### config.mk
export PLATFORM = sky130hd
export DESIGN_NAME = alu_control_pipe
export DESIGN_NICKNAME = d
export VERILOG_FILES = /design/src/rtl/alu_ctrl_pkg.sv /design/src/rtl/muldiv_sequencer.sv /design/src/rtl/alu_control_pipe.sv
export SDC_FILE = /design/constraint.sdc
export NUM_CORES = 1
export LEC_CHECK = 0
export CAP_MARGIN = 20
export CORE_MARGIN = 4
export CORE_UTILIZATION = 60
export DETAILED_ROUTE_END_ITERATION = 16
export DONT_BUFFER_PORTS = 1
export PLACE_DENSITY = 0.79
export SLEW_MARGIN = 15
export SYNTH_ARGS = -nofsm -noshare
export SYNTH_HDL_FRONTEND = slang
export SYNTH_SLANG_ARGS = --single-unit
### constraint.sdc
create_clock -name clk -period 5.7 [get_ports clk]
set_input_delay 1.71 -clock clk [delete_from_list [all_inputs] [get_ports clk]]
set_output_delay 1.71 -clock clk [all_outputs]
set_load 0.05 [all_outputs]
### src/rtl/alu_ctrl_pkg.sv
// Shared encodings for the ALU control pipe: ALUOp values, funct fields,
// ALU operation codes and the mul/div unit opcode.
package alu_ctrl_pkg;

    localparam logic [2:0] AOP_ANDI  = 3'b000;
    localparam logic [2:0] AOP_BEQ   = 3'b001;
    localparam logic [2:0] AOP_LUI   = 3'b010;
    localparam logic [2:0] AOP_ADDI  = 3'b100;
    localparam logic [2:0] AOP_ORI   = 3'b101;
    localparam logic [2:0] AOP_LDST  = 3'b110;
    localparam logic [2:0] AOP_RTYPE = 3'b111;

    localparam logic [5:0] F_SLL   = 6'b000000;
    localparam logic [5:0] F_SRL   = 6'b000010;
    localparam logic [5:0] F_SLLV  = 6'b000100;
    localparam logic [5:0] F_JR    = 6'b001000;
    localparam logic [5:0] F_MFHI  = 6'b010000;
    localparam logic [5:0] F_MFLO  = 6'b010010;
    localparam logic [5:0] F_MULT  = 6'b011000;
    localparam logic [5:0] F_MULTU = 6'b011001;
    localparam logic [5:0] F_DIV   = 6'b011010;
    localparam logic [5:0] F_DIVU  = 6'b011011;
    localparam logic [5:0] F_ADD   = 6'b100000;
    localparam logic [5:0] F_SUB   = 6'b100010;
    localparam logic [5:0] F_AND   = 6'b100100;
    localparam logic [5:0] F_OR    = 6'b100101;
    localparam logic [5:0] F_XOR   = 6'b100110;
    localparam logic [5:0] F_NOR   = 6'b100111;
    localparam logic [5:0] F_SLT   = 6'b101010;

    typedef enum logic [4:0] {
        OP_AND = 5'd0, OP_OR = 5'd1, OP_NOR = 5'd2, OP_ADD = 5'd3,
        OP_SUB = 5'd4, OP_SLT = 5'd5, OP_XOR = 5'd6, OP_SLLV = 5'd7,
        OP_SLL = 5'd8, OP_SRL = 5'd9, OP_LDST = 5'd10, OP_JR = 5'd11,
        OP_BEQ = 5'd12, OP_LUI = 5'd14, OP_INVALID = 5'd15, OP_MFLO = 5'd16,
        OP_MULT = 5'd17, OP_MULTU = 5'd18, OP_DIV = 5'd19, OP_DIVU = 5'd20,
        OP_MFHI = 5'd21
    } op_e;

    typedef enum logic [1:0] {MD_MULT = 2'b00, MD_MULTU = 2'b01, MD_DIV = 2'b10, MD_DIVU = 2'b11} md_op_e;

    function automatic op_e funct_decode(input logic [5:0] f);
        case (f)
            F_AND:   return OP_AND;
            F_OR:    return OP_OR;
            F_NOR:   return OP_NOR;
            F_ADD:   return OP_ADD;
            F_SUB:   return OP_SUB;
            F_SLT:   return OP_SLT;
            F_XOR:   return OP_XOR;
            F_SLLV:  return OP_SLLV;
            F_SLL:   return OP_SLL;
            F_SRL:   return OP_SRL;
            F_JR:    return OP_JR;
            F_MFHI:  return OP_MFHI;
            F_MFLO:  return OP_MFLO;
            F_MULT:  return OP_MULT;
            F_MULTU: return OP_MULTU;
            F_DIV:   return OP_DIV;
            F_DIVU:  return OP_DIVU;
            default: return OP_INVALID;
        endcase
    endfunction

endpackage

### src/rtl/muldiv_sequencer.sv
// Multi-cycle mul/div sequencer: start pulse, latency countdown and a
// one-cycle HI/LO write-back pulse.
module muldiv_sequencer
    import alu_ctrl_pkg::*;
#(
    parameter int MULT_CYCLES = 4,
    parameter int DIV_CYCLES  = 32
) (
    input  logic       clk,
    input  logic       reset,
    input  logic       start,
    input  logic [1:0] op,
    output logic       md_start,
    output logic [1:0] md_op,
    output logic       md_busy,
    output logic       md_done
);
    localparam int MAXC  = (MULT_CYCLES > DIV_CYCLES) ? MULT_CYCLES : DIV_CYCLES;
    localparam int CNT_W = $clog2(MAXC) + 1;

    typedef enum logic [1:0] {S_IDLE, S_BUSY, S_DONE} state_e;

    state_e           state;
    logic [CNT_W-1:0] cnt;

    // S_DONE keeps busy high for the write-back cycle; a new start may land there.
    always_ff @(posedge clk) begin
        if (reset) begin
            state    <= S_IDLE;
            cnt      <= '0;
            md_start <= 1'b0;
            md_op    <= 2'b00;
            md_busy  <= 1'b0;
            md_done  <= 1'b0;
        end else begin
            md_start <= 1'b0;
            md_done  <= 1'b0;
            if (start) begin
                state    <= S_BUSY;
                cnt      <= op[1] ? CNT_W'(DIV_CYCLES - 1) : CNT_W'(MULT_CYCLES - 1);
                md_start <= 1'b1;
                md_op    <= op;
                md_busy  <= 1'b1;
            end else begin
                case (state)
                    S_BUSY: begin
                        if (cnt == '0) begin
                            state   <= S_DONE;
                            md_done <= 1'b1;
                        end else begin
                            cnt <= cnt - CNT_W'(1);
                        end
                    end
                    S_DONE: begin
                        state   <= S_IDLE;
                        md_busy <= 1'b0;
                    end
                    default: ;
                endcase
            end
        end
    end

endmodule

### src/rtl/alu_control_pipe.sv
// Registered ALU control: ALUOp/funct decode into the ID/EX register with
// stall/flush handling and HI/LO interlock against the mul/div sequencer.
module alu_control_pipe
    import alu_ctrl_pkg::*;
#(
    parameter int ALUOP_WIDTH = 3,
    parameter int OP_WIDTH    = 5,
    parameter int MULT_CYCLES = 4,
    parameter int DIV_CYCLES  = 32
) (
    input  logic                   clk,
    input  logic                   reset,
    input  logic                   in_valid,
    input  logic [ALUOP_WIDTH-1:0] alu_op,
    input  logic [5:0]             alu_function,
    input  logic                   stall_in,
    input  logic                   flush,
    output logic [OP_WIDTH-1:0]    alu_operation,
    output logic                   jr,
    output logic                   out_valid,
    output logic                   stall_out,
    output logic                   md_start,
    output logic [1:0]             md_op,
    output logic                   md_busy,
    output logic                   md_done
);
    op_e    dec;
    md_op_e dec_md;
    logic   is_md, is_hilo, hz, start;

    always_comb begin
        dec = OP_INVALID;
        case (alu_op)
            ALUOP_WIDTH'(AOP_RTYPE): dec = funct_decode(alu_function);
            ALUOP_WIDTH'(AOP_ADDI):  dec = OP_ADD;
            ALUOP_WIDTH'(AOP_ORI):   dec = OP_OR;
            ALUOP_WIDTH'(AOP_ANDI):  dec = OP_AND;
            ALUOP_WIDTH'(AOP_LUI):   dec = OP_LUI;
            ALUOP_WIDTH'(AOP_BEQ):   dec = OP_BEQ;
            ALUOP_WIDTH'(AOP_LDST):  dec = OP_LDST;
            default:                 dec = OP_INVALID;
        endcase
    end

    always_comb begin
        dec_md = MD_MULT;
        is_md  = 1'b1;
        case (dec)
            OP_MULT:  dec_md = MD_MULT;
            OP_MULTU: dec_md = MD_MULTU;
            OP_DIV:   dec_md = MD_DIV;
            OP_DIVU:  dec_md = MD_DIVU;
            default:  is_md  = 1'b0;
        endcase
    end

    // The write-back cycle releases the interlock so the waiter issues back-to-back.
    assign is_hilo   = is_md || dec == OP_MFHI || dec == OP_MFLO;
    assign hz        = in_valid && md_busy && !md_done && is_hilo;
    assign stall_out = stall_in || hz;
    assign start     = !stall_in && !flush && !hz && in_valid && is_md;

    always_ff @(posedge clk) begin
        if (reset) begin
            alu_operation <= OP_WIDTH'(OP_INVALID);
            out_valid     <= 1'b0;
            jr            <= 1'b0;
        end else if (stall_in) begin
            alu_operation <= alu_operation;
        end else if (flush || hz) begin
            alu_operation <= OP_WIDTH'(OP_INVALID);
            out_valid     <= 1'b0;
            jr            <= 1'b0;
        end else begin
            alu_operation <= OP_WIDTH'(dec);
            out_valid     <= in_valid;
            jr            <= in_valid && dec == OP_JR;
        end
    end

    muldiv_sequencer #(
        .MULT_CYCLES(MULT_CYCLES),
        .DIV_CYCLES (DIV_CYCLES)
    ) u_seq (
        .clk     (clk),
        .reset   (reset),
        .start   (start),
        .op      (dec_md),
        .md_start(md_start),
        .md_op   (md_op),
        .md_busy (md_busy),
        .md_done (md_done)
    );

endmodule
After elaboration in Yosys (flattened, before gate mapping)

Memories as Yosys holds them, arrays and structs flattened.
Index checks and enable logic that the tools add are counted.

ROM bits: 320
Logic and storage cells: 76
Bits in registers: 20
Input bits: 14
Memories: 1
Output and inout port bits: 13

Add/subtract/negate cells: 1
Reduce and logical (&&, ||, !) cells: 28
Muxes and demuxes: 17
Bitwise logic cells: 1
Eq/ne operators: 18

Memory list:

| memory           | depth | bits a word | read ports | clocked after memory_dff | wr ports | line               | text |
|---|---|---|---|---|---|---|---|
| (name not given) | 64    | 5           | 1          | 0                        | 0        | alu_ctrl_pkg.sv:43 | `case (f)` |

Operators by type and width:

| kind                                                   | count |
|---|---|
| case mux 5 bit (7 select lines)                        | 1 |
| equality test 5 bit (second input constant)            | 6 |
| two-way mux 6 bit                                      | 3 |
| equality test 3 bit (second input constant)            | 4 |
| two-way mux 5 bit                                      | 2 |
| logical AND 1 bit                                      | 8 |
| two-way mux 1 bit                                      | 8 |
| logical NOT 6 bit                                      | 1 |
| case mux 2 bit (3 select lines)                        | 1 |
| AND reduction 2 bit                                    | 3 |
| nonzero test 2 bit                                     | 3 |
| subtractor 6 x 1 -> 6 bit (second input constant)      | 1 |
| equality test 5 x 4 -> 1 bit (second input constant)   | 1 |
| logical NOT 1 bit                                      | 4 |
| logical OR 1 bit                                       | 4 |
| case mux 2 bit (2 select lines)                        | 1 |
| OR reduction 4 bit                                     | 1 |
| equality test 3 x 1 -> 1 bit (second input constant)   | 1 |
| equality test 3 x 2 -> 1 bit (second input constant)   | 1 |
| logical NOT 3 bit                                      | 1 |
| inequality test 3 x 2 -> 1 bit (second input constant) | 1 |
| nonzero test 3 bit                                     | 1 |
| OR reduction 3 bit                                     | 1 |
| equality test 2 x 1 -> 1 bit (second input constant)   | 1 |
| 6 further kinds                                        | 6 |

Longest topological paths before layout

Gate-level depths: netlist of the first run.

Word-level depth: 14
Depth in mapped cells: 10
Depth with buffers taken out: 9

Hierarchy

Synthesis of the first run repeated with hierarchy kept, for this count alone.

Cells, all modules: 160
Area total of the unflattened synthesis: 1,422.6 µm²

By module, submodules not included:

| module           | area each (µm²) | sequential area each (µm²) | instances | cells an instance |
|---|---|---|---|---|
| alu_control_pipe | 819.5           | 140.1                      | 1         | 96 |
| muldiv_sequencer | 603.1           | 260.2                      | 1         | 64 |

Worst setup path before layout of the first run

OpenSTA, ideal clock, no wires.

Path type: in2out
Start point: in alu_function[3]
End point: out stall_out
Arrival: 3.409 ns
Buffers on the path: 1
Data required time: 3.990 ns
Stages on the path: 6
Setup slack: 0.581 ns
Path through: buf_2 -> or2_2 -> a2111oi_0 -> nor4_1 -> o21ai_0 -> a21o_1

Longest elaborated chain between the ends: 9
Elaborated cells between the ends (all ways): 14
Classes of those cells: eq/ne (6); mux (2); reduce/logical (5); memory (1)

Ends and longest elaborated chain:

| what                                | line                   | text |
|---|---|---|
| from (decl)                         | alu_control_pipe.sv:15 | `input logic [5:0] alu_function,` |
| memory (64 x 5 bit) (*)             | --                     |  |
| case mux 5 bit (7 select lines) (*) | alu_control_pipe.sv:33 | `case (alu_op)` |
| equality test 5 bit                 | alu_control_pipe.sv:48 | `case (dec)` |
| OR reduction 4 bit (no line)        | --                     |  |
| two-way mux 1 bit                   | alu_control_pipe.sv:48 |  |
| logical OR 1 bit                    | alu_control_pipe.sv:58 | `assign is_hilo = is_md \|\| dec == OP_MFHI \|\| dec == OP_MFLO;` |
| logical OR 1 bit (*)                | alu_control_pipe.sv:58 |  |
| logical AND 1 bit (*)               | alu_control_pipe.sv:59 | `assign hz = in_valid && md_busy && !md_done && is_hilo;` |
| logical OR 1 bit (*)                | alu_control_pipe.sv:60 | `assign stall_out = stall_in \|\| hz;` |
| to (decl)                           | alu_control_pipe.sv:21 | `output logic stall_out,` |

Every way passes the cells marked *; elsewhere a longest branch is shown, timed or not.

Final worst setup path of the first run

Start point: in alu_function[1]
End point: out stall_out

The elaborated chain is that of the path after synthesis.

==> flow_summary.json, run 1 <==
{
  "synth_warnings": 0,
  "slew_headroom": 0.628,
  "maxCapViolations": 0,
  "drc_errors": 0,
  "clock_skew_ns": 0.00202,
  "rsz0062_at_grt": "no",
  "ys_seq_elements": 20,
  "yosysTopAreaCell": "dfxtp_1",
  "swShare": 0.238,
  "firstDrtPassIters": 4,
  "globalplace.congestion": 0.828,
  "setup_tns_ns": 0,
  "cts_resized": 0,
  "p_leak_nw": 0.528,
  "async_flop_share": 0,
  "layout-drive-gt1-share": 0.0497,
  "io_pins": 27,
  "synthMuxAreaShare": 0.0197,
  "p_clk_frac": 0.395,
  "antenna_cells": 0,
  "synthCells": 162,
  "grtUsageMet3": 0.0665,
  "grt_pass1_wl_um": 4940,
  "internal_power_mw": 0.225,
  "die_y_um": 54.0,
  "ctsRootBufferMaster": "clkbuf_4",
  "synth-edff-count": 0,
  "synthTopCellsByArea": "dfxtp_1 (32%), a21oi_1 (6.7%), ha_1 (5.9%), nand2_1 (5.3%), nand2b_1 (3.9%)",
  "grt.busiest_layer": "met2",
  "place_inst": 184,
  "insertion_delay_ns": 0.30,
  "met2_usage": 0.373,
  "slew_viol_final": 0,
  "fin_cells": 188,
  "grt_usage": 0.229,
  "synth_fa_ha_area_frac": 0.0592,
  "synth-xor-area-share": 0.0346,
  "status": "complete, no violations",
  "power.switching_mw": 0.0703,
  "crit_path_top_delay_cell": "a2111oi_0",
  "cts_buffer_depth": 2,
  "h-tree-depth": 1,
  "antenna_left": 0,
  "die_w_um": 54.0,
  "worst_slew_pin_slew_ns": 0.544,
  "hold_viol": 0,
  "crit_required_ns": 3.99,
  "crit_path_start_kind": "input pin",
  "routed_wl_um": 2880,
  "yosysSeqAreaShare": 0.316,
  "area_growth_pct": 5.23,
  "fillers": 185,
  "synthDominantCellAreaShare": 0.316,
  "syn_nets": 182,
  "drt-initial-drc-count": 32,
  "power_density_mw_per_mm2": 222,
  "antenna_found_initial": 0,
  "path_delay_family": "compound AO/OA/AOI/OAI gates",
  "numPortBuffers": 0,
  "setup_viol": 0,
  "cts_tree": "done",
  "nets": 182,
  "start_util": 0.640,
  "clkTransAtPathRegs_ns": 0.12,
  "dieArea_mm2": 0.00291,
  "crit_chain": "inv_1 -> ha_1 -> nand2_1 -> a2111oi_0 -> nor4_1 -> o21ai_0 -> a21o_1",
  "slowest_delay_ns": 0.53,
  "synth.distinct_cells": 44,
  "period_needed_ns": 5.36,
  "p_total_mw": 0.296,
  "synth.avg_cell_area_um2": 7.82,
  "clock_sinks": 20,
  "p_seq_frac": 0.499,
  "grt_use_met1": 0.263,
  "netlist_area_mm2": 0.00127,
  "max_freq_ghz": 0.186,
  "numCtsBuffers": 3,
  "cp.arrival_ns": 3.65,
  "post-route-period-util": 0.941,
  "power_frac_comb": 0.106,
  "hold_class": "flip-flop to flip-flop",
  "hold_buffers": 0,
  "vias_per_cell": 6.27,
  "ir_worst_vdd_mv": 0.141,
  "row_count": 16,
  "dp_hpwl_um": 2240,
  "post_drt_wl_per_cell_um": 15.3,
  "yosys.area_share.simple": 0.290,
  "grt_overflow": 0,
  "grt_max_degree": 13,
  "grt_pass1_vias": 1197,
  "cts_setup_buffers": 0,
  "synth_top_flop_cell": "dfxtp_1",
  "vias": 1179,
  "path_buf_inv": 1,
  "path_class": "input pin to output port",
  "cp-end-kind": "output port",
  "synth_top_family_by_area": "simple AND/OR/NAND/NOR gates",
  "synth_compound_area_frac": 0.229,
  "cp_max_fo": 4,
  "core_area_mm2": 0.00198
}
worst paths after layout:
path | startpoint | end | slack, ns | depth (start not counted)
worst max-delay path | alu_function[1] | stall_out | 0.34 | 7
worst min-delay path | u_seq.state[1] | u_seq.md_done | 0.50 | 1
worst max register to register | u_seq.md_done | u_seq.md_op[0] | 3.33 | 6
worst min register to register | u_seq.state[1] | u_seq.md_done | 0.50 | 1
synth_stat cells, types with 2 or more instances:
cell type	n
dfxtp_1	20
a22oi_1	2
and3_1	2
nor2_1	10
a2111oi_0	2
or3b_1	2
nor4_1	2
nand2b_1	8
nor2b_1	3
nor3_1	5
nor3b_1	3
a211oi_1	2
inv_1	12
ha_1	6
a21oi_1	17
nand2_1	18
a21o_1	2
clkbuf_1	3
o21ai_0	9
and2_1	2
a22o_1	2
nand3_1	5
xor2_1	2
xnor2_1	3
metal layers:
layer  share of wire  up-vias
li1                -      577
met1            0.43      539
met2            0.46       54
met3           0.089        9
met4           0.020        0
met5               0        -
power groups by stage:
stage / Clock, mW / Sequential [mW] / Combinational (mW)
2_1_floorplan: 0 / 0.150 / 0.0279
3_3_place_gp: 0 / 0.151 / 0.0296
3_5_place_dp: 0 / 0.151 / 0.0306
4_1_cts: 0.118 / 0.148 / 0.0309
5_1_grt: 0.126 / 0.148 / 0.0349
6_report: 0.117 / 0.148 / 0.0313
layout make-up:
class                      instances  area [µm²]  area share
sequential                        20         400       0.300
clock inverter                     1        30.0      0.0225
clock buffer                       3        22.5      0.0169
tap                               27        33.8      0.0253
inverter                          12        45.0      0.0338
multi-input combinational        125         802       0.601
registers in the layout, summed over array words and instances (netlist names):
name	cells
u_seq.md_op	2
alu_operation	5
u_seq.cnt	6
out_valid	1
u_seq.state	2
u_seq.md_start	1
jr	1
u_seq.md_busy	1
u_seq.md_done	1
layout by cell type, fill, tap and decap left out, types with 2 or more instances in the layout:
cell type | Yosys | routed
and2_1 | 2 | 2
a21oi_1 | 17 | 17
ha_1 | 6 | 6
nand3_1 | 5 | 5
dfxtp_1 | 20 | 20
nand2_1 | 18 | 18
a211oi_1 | 2 | 2
a2111oi_0 | 2 | 2
and3_1 | 2 | 2
o21ai_0 | 9 | 9
xnor2_1 | 3 | 3
nand2b_1 | 8 | 8
nor2_1 | 10 | 10
or3b_1 | 2 | 2
xor2_1 | 2 | 2
a21o_1 | 2 | 2
a22o_1 | 2 | 2
nor4_1 | 2 | 2
a22oi_1 | 2 | 2
inv_1 | 12 | 12
nor3b_1 | 3 | 3
clkbuf_4 | 0 | 3
nor2b_1 | 3 | 3
nor3_1 | 5 | 5
stage by stage:
| step | cell area (µm²) | hold WS (ns) | util | worst slack (ns) |
|---|---|---|---|---|
| 2_1_floorplan | 1270 | 0.439 | - | 0.581 |
| 3_3_place_gp | 1280 | 0.471 | 0.646 | 0.539 |
| 3_5_place_dp | 1280 | 0.469 | 0.646 | 0.440 |
| 4_1_cts | 1330 | 0.491 | 0.673 | 0.423 |
| 5_1_grt | 1330 | 0.517 | 0.673 | 0.181 |
| 6_report | 1330 | 0.496 | 0.673 | 0.335 |
logic make-up after synthesis:
family	after synthesis
AND/OR/NAND/NOR	67
AO/OA/AOI/OAI	45
flip-flops	20
buffers and inverters	17
adder cells (fa/ha/maj)	6
XOR/XNOR	5
multiplexers	2
Note: power is estimated with default switching activity, not from simulation.
==> run 2: changes to the inputs <==
- CTS_CLUSTER_DIAMETER: default -> 40
- SLEW_MARGIN: 15 -> 20
==> results of run 2 <==
Final layout, timing and power as in run 1 (identical DEF).
==> run 3: changes to the inputs <==
- CELL_PAD_IN_SITES_DETAIL_PLACEMENT: default -> 0
- CELL_PAD_IN_SITES_GLOBAL_PLACEMENT: default -> 1
- CORE_UTILIZATION: 60 -> 45
- CTS_CLUSTER_SIZE: default -> 8
- PLACE_DENSITY: 0.79 -> 0.81
- clock period: 5.7 -> 5.3 ns (I/O delays scaled with it)
==> run 3 against run 2 <==
Against the previous run: final cell count is 2.1% higher; clock power is 8% higher; die area is 28% higher; utilization is 15 points lower; critical path type unchanged; design area is 0.84% higher; first-iteration DRC count is 25% lower; global-route usage is 5.5 points lower; via count is 4.6% lower.
==> flow_summary.json, run 3 (same netlist as run 1, synthesis figures left out) <==
{
  "layout-drive-gt1-share": 0.0556,
  "power.switching_mw": 0.0759,
  "grt_max_degree": 13,
  "setup_viol": 0,
  "die_y_um": 61.1,
  "post_drt_wl_per_cell_um": 14.7,
  "h-tree-depth": 1,
  "cts_resized": 0,
  "crit_path_start_kind": "input pin",
  "place_inst": 188,
  "row_count": 18,
  "p_total_mw": 0.319,
  "largest_reg_flops": 6,
  "clock_skew_ns": 0.00296,
  "die_w_um": 61.1,
  "post-route-period-util": 0.948,
  "slew_headroom": 0.632,
  "rsz0062_at_grt": "no",
  "hold_buffers": 0,
  "antenna_cells": 0,
  "antenna_found_initial": 0,
  "antenna_left": 0,
  "max_freq_ghz": 0.199,
  "p_leak_nw": 0.533,
  "grt_usage": 0.175,
  "clock_sinks": 20,
  "layout_commonest_cell": "dfxtp_1",
  "top_regs": "u_seq.cnt x6, alu_operation x5",
  "cts_setup_buffers": 0,
  "cp-end-kind": "output port",
  "cts_buffer_depth": 2,
  "grt_overflow": 0,
  "nets": 183,
  "grt_pass1_wl_um": 5060,
  "hold_class": "flip-flop to flip-flop",
  "insertion_delay_ns": 0.31,
  "worst_slew_pin_slew_ns": 0.548,
  "swShare": 0.238,
  "ctsRootBufferMaster": "clkbuf_4",
  "numPortBuffers": 0,
  "fin_cells": 192,
  "path_class": "input pin to output port",
  "globalplace.congestion": 0.870,
  "ir_worst_vdd_mv": 0.247,
  "setup_tns_ns": 0,
  "cp_max_fo": 4,
  "drt-initial-drc-count": 24,
  "period_needed_ns": 5.02,
  "preCtsSetupSlack_ns": 0.283,
  "vias": 1125,
  "cp.arrival_ns": 3.43,
  "clkTransAtPathRegs_ns": 0.12,
  "firstDrtPassIters": 4,
  "vias_per_cell": 5.86,
  "area_growth_pct": 6.12,
  "routed_wl_um": 2820,
  "largest_register": "u_seq.cnt",
  "dieArea_mm2": 0.00373,
  "slew_viol_final": 0,
  "internal_power_mw": 0.243,
  "cts_tree": "done",
  "status": "complete, no violations",
  "grt_pass1_vias": 1123,
  "numCtsBuffers": 3,
  "layout_common_cells": "dfxtp_1 (20), nand2_1 (18), a21oi_1 (17)",
  "crit_required_ns": 3.71,
  "core_area_mm2": 0.00259,
  "p_seq_frac": 0.498,
  "io_pins": 27,
  "start_util": 0.489,
  "hold_viol": 0,
  "finalWorstSetupSlack_ns": 0.276,
  "power_density_mw_per_mm2": 237,
  "power_frac_comb": 0.106,
  "drc_errors": 0,
  "maxCapViolations": 0,
  "p_clk_frac": 0.396,
  "dp_hpwl_um": 2220
}
[run 3: layer usage]
metal | up-vias | track usage | routed length (µm)
met3 | 2 | 0.0314 | 181
li1 | 576 | - | -
met1 | 522 | 0.237 | 1300
met4 | 0 | 0.0464 | 17
met2 | 25 | 0.285 | 1320
met5 | - | 0 | 0
[run 3: worst paths after layout]
path,start,to,slack [ns],cells after the start
min reg2reg,u_seq.state[1],u_seq.md_done,0.50,1
max reg2reg,u_seq.md_done,u_seq.md_op[0],2.95,6
max,alu_function[1],stall_out,0.28,7
min,u_seq.state[1],u_seq.md_done,0.50,1
[run 3: worst max-delay path: stages]
cell,delay [ns]
inv_1,0.08
ha_1,0.20
nand2_1,0.05
a2111oi_0,0.50
nor4_1,0.14
o21ai_0,0.40
a21o_1,0.48
[run 3: power by group through the flow]
stage | Clock, mW | Combinational, mW | Sequential (mW)
floorplan | 0 | 0.0300 | 0.162
global placement | 0 | 0.0330 | 0.162
detailed placement | 0 | 0.0334 | 0.162
CTS | 0.132 | 0.0338 | 0.159
global route | 0.138 | 0.0381 | 0.159
finish | 0.126 | 0.0337 | 0.159
[run 3: metrics by stage]
stage	instance area, µm²	utilization	hold WS, ns
3_3_place_gp	1290	0.499	0.474
6_report	1350	0.519	0.505
2_1_floorplan	1270	-	0.439
3_5_place_dp	1290	0.499	0.486
4_1_cts	1350	0.519	0.507
5_1_grt	1350	0.519	0.539
[run 3: final cells by class]
cell class / instances / area, µm²
Fill cell: 254 / 1240
Sequential cell: 20 / 400
Multi-Input combinational cell: 125 / 802
Inverter: 12 / 45.0
Clock inverter: 1 / 30.0
Timing Repair Buffer: 1 / 7.51
Tap cell: 30 / 37.5
Clock buffer: 3 / 22.5
